[src/rtl/uart_rx.sv]
// UART receiver: 2-flop synchronised serial input, mid-bit sampling, 8N1-style framing
// with a sticky framing-error flag and a per-sample baud tick.
module uart_rx #(
    parameter int unsigned CLK_FREQ = 50_000_000,
    parameter int unsigned BAUD     = 115200,
    parameter int unsigned DATA_W   = 8
) (
    input  logic              clk,
    input  logic              rst,
    input  logic              rx,
    output logic [DATA_W-1:0] data,
    output logic              rcv,
    output logic              error,
    output logic              clk_baud
);

    localparam int unsigned DIV   = CLK_FREQ / BAUD;
    localparam int unsigned HALF  = DIV / 2;
    localparam int unsigned CNT_W = (DIV > 1) ? $clog2(DIV) : 1;
    localparam int unsigned IDX_W = (DATA_W > 1) ? $clog2(DATA_W) : 1;

    localparam logic [CNT_W-1:0] CNT_HALF_END = CNT_W'(HALF - 1);
    localparam logic [CNT_W-1:0] CNT_DIV_END  = CNT_W'(DIV - 1);
    localparam logic [IDX_W-1:0] IDX_LAST     = IDX_W'(DATA_W - 1);

    typedef enum logic [2:0] {
        S_IDLE,
        S_START,
        S_DATA,
        S_STOP,
        S_BREAK
    } state_t;

    state_t            state;
    logic              rx_m;
    logic              rx_s;
    logic [CNT_W-1:0]  cnt;
    logic [IDX_W-1:0]  bit_idx;
    logic [DATA_W-1:0] shreg;

    // Metastability guard; both flops idle high like the line itself.
    always_ff @(posedge clk or negedge rst) begin
        if (!rst) begin
            rx_m <= 1'b1;
            rx_s <= 1'b1;
        end else begin
            rx_m <= rx;
            rx_s <= rx_m;
        end
    end

    // Frame FSM with registered outputs; strobes default low every cycle.
    always_ff @(posedge clk or negedge rst) begin
        if (!rst) begin
            state    <= S_IDLE;
            cnt      <= '0;
            bit_idx  <= '0;
            shreg    <= '0;
            data     <= '0;
            rcv      <= 1'b0;
            error    <= 1'b0;
            clk_baud <= 1'b0;
        end else begin
            rcv      <= 1'b0;
            clk_baud <= 1'b0;
            case (state)
                S_IDLE: begin
                    cnt <= '0;
                    if (!rx_s) begin
                        state <= S_START;
                    end
                end
                S_START: begin
                    if (cnt == CNT_HALF_END) begin
                        clk_baud <= 1'b1;
                        cnt      <= '0;
                        bit_idx  <= '0;
                        state    <= rx_s ? S_IDLE : S_DATA;
                    end else begin
                        cnt <= cnt + CNT_W'(1);
                    end
                end
                S_DATA: begin
                    if (cnt == CNT_DIV_END) begin
                        clk_baud       <= 1'b1;
                        cnt            <= '0;
                        shreg[bit_idx] <= rx_s;
                        if (bit_idx == IDX_LAST) begin
                            state <= S_STOP;
                        end else begin
                            bit_idx <= bit_idx + IDX_W'(1);
                        end
                    end else begin
                        cnt <= cnt + CNT_W'(1);
                    end
                end
                S_STOP: begin
                    if (cnt == CNT_DIV_END) begin
                        clk_baud <= 1'b1;
                        cnt      <= '0;
                        if (rx_s) begin
                            data  <= shreg;
                            rcv   <= 1'b1;
                            error <= 1'b0;
                            state <= S_IDLE;
                        end else begin
                            error <= 1'b1;
                            state <= S_BREAK;
                        end
                    end else begin
                        cnt <= cnt + CNT_W'(1);
                    end
                end
                // Wait out a held-low line so it is not decoded as a stream of frames.
                S_BREAK: begin
                    cnt <= '0;
                    if (rx_s) begin
                        state <= S_IDLE;
                    end
                end
                default: begin
                    state <= S_IDLE;
                    cnt   <= '0;
                end
            endcase
        end
    end

endmodule
[config.mk]
export PLATFORM = sky130hd
export DESIGN_NAME = uart_rx
export DESIGN_NICKNAME = d
export VERILOG_FILES = /design/src/rtl/uart_rx.sv
export SDC_FILE = /design/constraint.sdc
export NUM_CORES = 1
export LEC_CHECK = 0
export CAP_MARGIN = 25
export CORE_MARGIN = 5
export CORE_UTILIZATION = 50
export CTS_CLUSTER_DIAMETER = 100
export DETAILED_ROUTE_END_ITERATION = 10
export PLACE_DENSITY = 0.7
export SLEW_MARGIN = 30
export SYNTH_ARGS = -nofsm -noshare
export SYNTH_HDL_FRONTEND = slang
export SYNTH_SLANG_ARGS = --single-unit
[constraint.sdc]
create_clock -name clk -period 3.07 [get_ports clk]
set_input_delay 0.7675 -clock clk [delete_from_list [all_inputs] [get_ports clk]]
set_output_delay 0.7675 -clock clk [all_outputs]
set_load 0.02 [all_outputs]
==> results.tsv, run 1 <==
metric	value	unit
track_usage	14.6	%
synth_cell_type_count	33	
cts_setup_buffers	0	
gp_congestion	0.830	
synth-edff-count	0	
crit_slowest_cell	clkdlybuf4s50_1	
p_clk_share	39.5	%
required	2.30	ns
cts_made_buffers	5	
clk_latency	0.34	ns
maxCapViolCount	0	
fin_worst_skew	0.0110	ns
vias_per_cell	5.28	
vias	1066	
wire_per_inst	13.7	um
cts_htree_levels	2	
drt-pass1-iter-count	4	
worst-path-stages	1	
clk_pin_slew	0.11	ns
route.met3.wl	139	um
post-route-min-period	2.08	ns
antenna_found_initial	0	
yosysWarnings	0	
top_layer	met4	
max_slew_margin	66.8	%
pwr-share-seq	59.0	%
finalHoldViolations	0	
cts_tree	yes	
cp_cell_sequence	clkdlybuf4s50_1	
ioPinCount	14	
internal_power	0.000650	W
cp_top_family	buffers and inverters	
wirelength	2760	um
reg2regPathDepth	6	
rows	21	
ys_ff_latch	36	
arrival	1.31	ns
hold_path.class	flop to flop	
grt_pass1_vias	1086	
clock.fmax	481	MHz
yosysSeqAreaShare	54.2	%
layout.cells.most_common_list	dfrtp_1 (34), mux2_2 (17), clkdlybuf4s50_1 (13)	
synthFlopType	dfrtp_1	
grt_overflow	0	
die_h	67.7	um
p_switching	0.000161	W
wl_met1	1330	um
finish.net_count	163	
whs_path_depth	0	
drc_errors	0	
drv_slew	0	
rsz0062_at_grt	false	
path_class	flop to output port	
die_x	67.7	um
fin_crit_sh	67.8	%
cts_resized	0	
dpl.hpwl	1900	um
initial_core_util	50.7	%
power.density	424	nW/um^2
setup_viol	0	
die-area	4580	um^2
vdd_drop_max	0.246	mV
ant_nets	0	
port_buffers	13	
start_kind	flop	
netlist_instances	139	
antennaDiodeCount	0	
drive_gt1_share	21.8	%
cp_slowest_stage_delay	0.60	ns
syn_area	1670	um^2
layout_commonest_cell	dfrtp_1	
leakage	0.878	nW
clkSinkCount	36	
tightest_slew	0.496	ns
syn_avg_cell_area	12.0	um^2
path_max_fanout	2	
cts_buffer_depth	2	
core-area	3280	um^2
crit_buf_inv	1	
status	finished clean	
whs	0.365	ns
grt_start_max_net_pins	37	
syn2layout_area_growth	15.0	%
fin_tns_setup	0	ns
root_buffer	clkbuf_4	
switching_share	19.9	%
synth_nets	147	
power_frac_comb	1.6	%
grt_pass1_wl	4810	um
synth_async_sr_flop_share	100	%
drtIter0Drc	41	
ctsHoldBuffers	0	
crit_path_end_kind	output port	
wl_met2	1250	um
==> flip-flops by register name (all words and copies together) (netlist names) <==
register / count
cnt: 9
data: 8
shreg: 8
bit_idx: 3
state: 3
clk_baud: 1
error: 1
rcv: 1
rx_m: 1
rx_s: 1
==> through the flow <==
step | instance area, um^2 | power (W) | utilization, % | instances | setup slack, ns
final | 1910 | 0.000812 | 58.3 | 202 | 0.990
after floorplan | 1670 | 0.000488 | - | 139 | 1.28
after detailed placement | 1840 | 0.000501 | 56.0 | 194 | 1.06
after global placement | 1840 | 0.000501 | 56.0 | 194 | 1.15
after global routing | 1910 | 0.000841 | 58.3 | 202 | 0.878
after CTS | 1910 | 0.000824 | 58.3 | 202 | 0.974
==> Yosys cell counts (all sizes together), types with 2 or more instances <==
cell type / instances / area [um^2]
nand4b: 2 / 17.5
nand2: 5 / 18.8
clkbuf: 4 / 15.0
dfstp: 2 / 52.6
xor2: 3 / 26.3
nand2b: 2 / 12.5
nor3: 5 / 36.3
nor2b: 2 / 12.5
ha: 5 / 62.6
a22o: 2 / 17.5
and4: 2 / 20.0
dfrtp: 34 / 851
a31oi: 3 / 18.8
a21oi: 2 / 10.0
and3: 3 / 18.8
nor3b: 2 / 15.0
nor2: 12 / 45.0
nand3: 11 / 55.1
mux2: 17 / 191
and2b: 2 / 17.5
inv: 5 / 18.8
xnor2: 4 / 35.0
==> power groups by stage <==
stage / Clock [W] / Combinational (W) / Sequential (W)
after global placement: 0 / 0.0000131 / 0.000488
after detailed placement: 0 / 0.0000135 / 0.000488
after floorplan: 0 / 0.00000219 / 0.000486
final: 0.000320 / 0.0000127 / 0.000479
after CTS: 0.000332 / 0.0000135 / 0.000479
after global routing: 0.000347 / 0.0000150 / 0.000479
==> path summary, 6_finish.rpt <==
check                                         end                 from  slack, ns
max reg2reg                   data[2]$_DFFE_PN0P_     cnt[1]$_DFF_PN0_       1.07
min reg2reg                        rx_s$_DFF_PN1_       rx_m$_DFF_PN1_       0.36
min in group asynchronous  bit_idx[1]$_DFFE_PN0P_                  rst       0.82
min                                rx_s$_DFF_PN1_       rx_m$_DFF_PN1_       0.36
max in group asynchronous          rx_m$_DFF_PN1_                  rst       1.89
max                                       data[1]  data[1]$_DFFE_PN0P_       0.99
==> cell families (layout without fill, tap and decap cells) <==
| family | after synthesis | in the layout | synth area share, % |
|---|---|---|---|
| xor gates and xnor gates | 7 | 7 | 3.68 |
| buffers and inverters | 10 | 27 | 2.48 |
| muxes | 17 | 17 | 11.5 |
| DFF | 36 | 36 | 54.2 |
| AOI/OAI and AO/OA | 11 | 11 | 4.66 |
| adders and majority gates | 5 | 5 | 3.76 |
| and+or+nand+nor | 53 | 53 | 19.7 |
==> area by class of cell <==
| type | instances | area [um^2] |
|---|---|---|
| flip-flops and latches | 36 | 903 |
| clock buffers | 6 | 41.3 |
| fillers | 272 | 1370 |
| well taps | 46 | 57.6 |
| clock inverters | 2 | 35.0 |
| inverters | 5 | 18.8 |
| repair buffers | 14 | 138 |
| multi-input cells | 93 | 721 |
==> routing by layer <==
metal / global-route usage [%] / up-vias
li1: - / 522
met1: 18.6 / 514
met2: 21.0 / 26
met3: 4.83 / 4
met4: 9.37 / 0
met5: 0 / -
Power figures use the tool's default switching activity.
==> run 2, diff against run 1 <==
- PLACE_DENSITY: 0.7 -> 0.73
- clock period: 3.07 -> 1.88 ns (I/O delays scaled with it)
==> results.tsv, run 2 (synthesis results as in run 1) <==
metric	value	unit
status	finished clean	
cts_made_buffers	5	
drv_slew	0	
multi_input_area	748	um^2
maxCapViolCount	0	
port_buffers	13	
grt_overflow	0	
root_buffer	clkbuf_4	
layout.cells.non_filler	209	
hold_path.class	flop to flop	
wire_per_inst	14.8	um
post-route-min-period	1.81	ns
clk_pin_slew	0.10	ns
vdd_drop_max	0.441	mV
cts_buffer_depth	2	
whs_path_depth	0	
fin_crit_sh	96.2	%
reg2reg_to	data[6]$_DFFE_PN0P_	
top_register	cnt	
antennaDiodeCount	0	
ctsHoldBuffers	0	
finalInstanceArea	2020	um^2
die_x	67.7	um
r2r_start	cnt[1]$_DFF_PN0_	
die-area	4580	um^2
gp_congestion	0.792	
rows	21	
core-area	3280	um^2
path_class	flop to flop	
layout.cells.most_common_list	dfrtp_1 (34), mux2_2 (16), clkdlybuf4s50_1 (13)	
fin_worst_skew	0.0174	ns
grt_pass1_wl	5130	um
pre_cts_slack	-0.0251	ns
vias_per_cell	5.33	
dpl.hpwl	2100	um
die_h	67.7	um
reg2regPathDepth	7	
antenna_found_initial	0	
cts_tree	yes	
cts_htree_levels	2	
ff_latch_area	903	um^2
dp_cells	199	
drtIter0Drc	53	
power.density	699	nW/um^2
max_slew_margin	68.4	%
ant_nets	0	
largestRegisters	cnt x9, data x8, shreg x8	
r2r_slack	0.07	ns
required	2.11	ns
track_usage	15.8	%
leakage	0.931	nW
wirelength	3100	um
vias	1115	
hp-start	rx_m$_DFF_PN1_	
initial_core_util	50.7	%
clk_latency	0.35	ns
syn2layout_area_growth	21.3	%
tightest_slew	0.469	ns
start_kind	flop	
grt_start_max_net_pins	37	
grt_pass1_vias	1111	
place_area	1880	um^2
min_to	rx_s$_DFF_PN1_	
utilization	61.5	%
drive_gt1_share	28.2	%
drc_errors	0	
drt-pass1-iter-count	4	
finish.net_count	170	
crit_path_end_kind	flop	
finalHoldViolations	0	
clock.fmax	553	MHz
clkSinkCount	36	
layout_setup_ws	0.0707	ns
setup_viol	0	
layout_commonest_cell	dfrtp_1	
largest_register_ffs	9	
path_max_fanout	4	
ioPinCount	14	
arrival	2.04	ns
fillers	261	
[run 2: layer usage]
| metal | wire, um | track usage (%) | vias up |
|---|---|---|---|
| li1 | - | - | 538 |
| met5 | 0 | 0 | - |
| met4 | 46 | 6.84 | 0 |
| met3 | 146 | 7.32 | 5 |
| met1 | 1450 | 20.4 | 548 |
| met2 | 1460 | 22.5 | 24 |
[run 2: what timing repair did]
item	CTS	global route
endpoints found under the hold margin	0	0
resized for setup	1	9
buffers inserted	0	2
pin swaps	1	1
setup endpoints to repair	16	19
[run 2: final cells by class]
cell class	instances	area share [%]
Timing Repair Buffer	21	9.78
Sequential cell	36	44.7
Inverter	5	0.929
Multi-Input combinational cell	93	37.0
Clock buffer	7	3.22
Clock inverter	1	1.49
Tap cell	46	2.85
[run 2: how the worst max path moves through the flow]
stage / end / startpoint / slack, ns
detailed placement: shreg[6]$_DFFE_PN0P_ / cnt[1]$_DFF_PN0_ / -0.03
global route: data[2]$_DFFE_PN0P_ / cnt[1]$_DFF_PN0_ / -0.02
floorplan: data[0]$_DFFE_PN0P_ / cnt[1]$_DFF_PN0_ / 0.09
finish: data[6]$_DFFE_PN0P_ / cnt[1]$_DFF_PN0_ / 0.07
global placement: shreg[6]$_DFFE_PN0P_ / cnt[1]$_DFF_PN0_ / 0.04
CTS: data[4]$_DFFE_PN0P_ / cnt[1]$_DFF_PN0_ / 0.02
[run 2: stage by stage]
| stage | hold slack [ns] | setup TNS (ns) | power, W |
|---|---|---|---|
| floorplan | 0.174 | 0 | 0.000797 |
| global placement | 0.347 | 0 | 0.000818 |
| detailed placement | 0.349 | -0.0836 | 0.000819 |
| CTS | 0.364 | 0 | 0.00142 |
| global route | 0.373 | -0.0752 | 0.00146 |
| finish | 0.363 | 0 | 0.00141 |
[run 2: power by group]
| group | leakage (nW) | switching, W | internal (W) |
|---|---|---|---|
| combinational | 0.399 | 0.0000160 | 0.00000531 |
| clock | 0.0515 | 0.000256 | 0.000353 |
| sequential | 0.481 | 0.00000352 | 0.000778 |
[run 2: critical path: stages, from the launching register on]
cell and delay, ns:
dfrtp_1 0.41, inv_2 0.07, ha_1 0.13, and4bb_2 0.27
nand4_4 0.14, nor3_4 0.21, buf_6 0.15, mux2_2 0.32
==> run 3, diff against run 2 <==
- HOLD_SLACK_MARGIN: unset -> 0.08
==> results of run 3 <==
The final DEF is identical to that of run 2; final timing and power are the same.
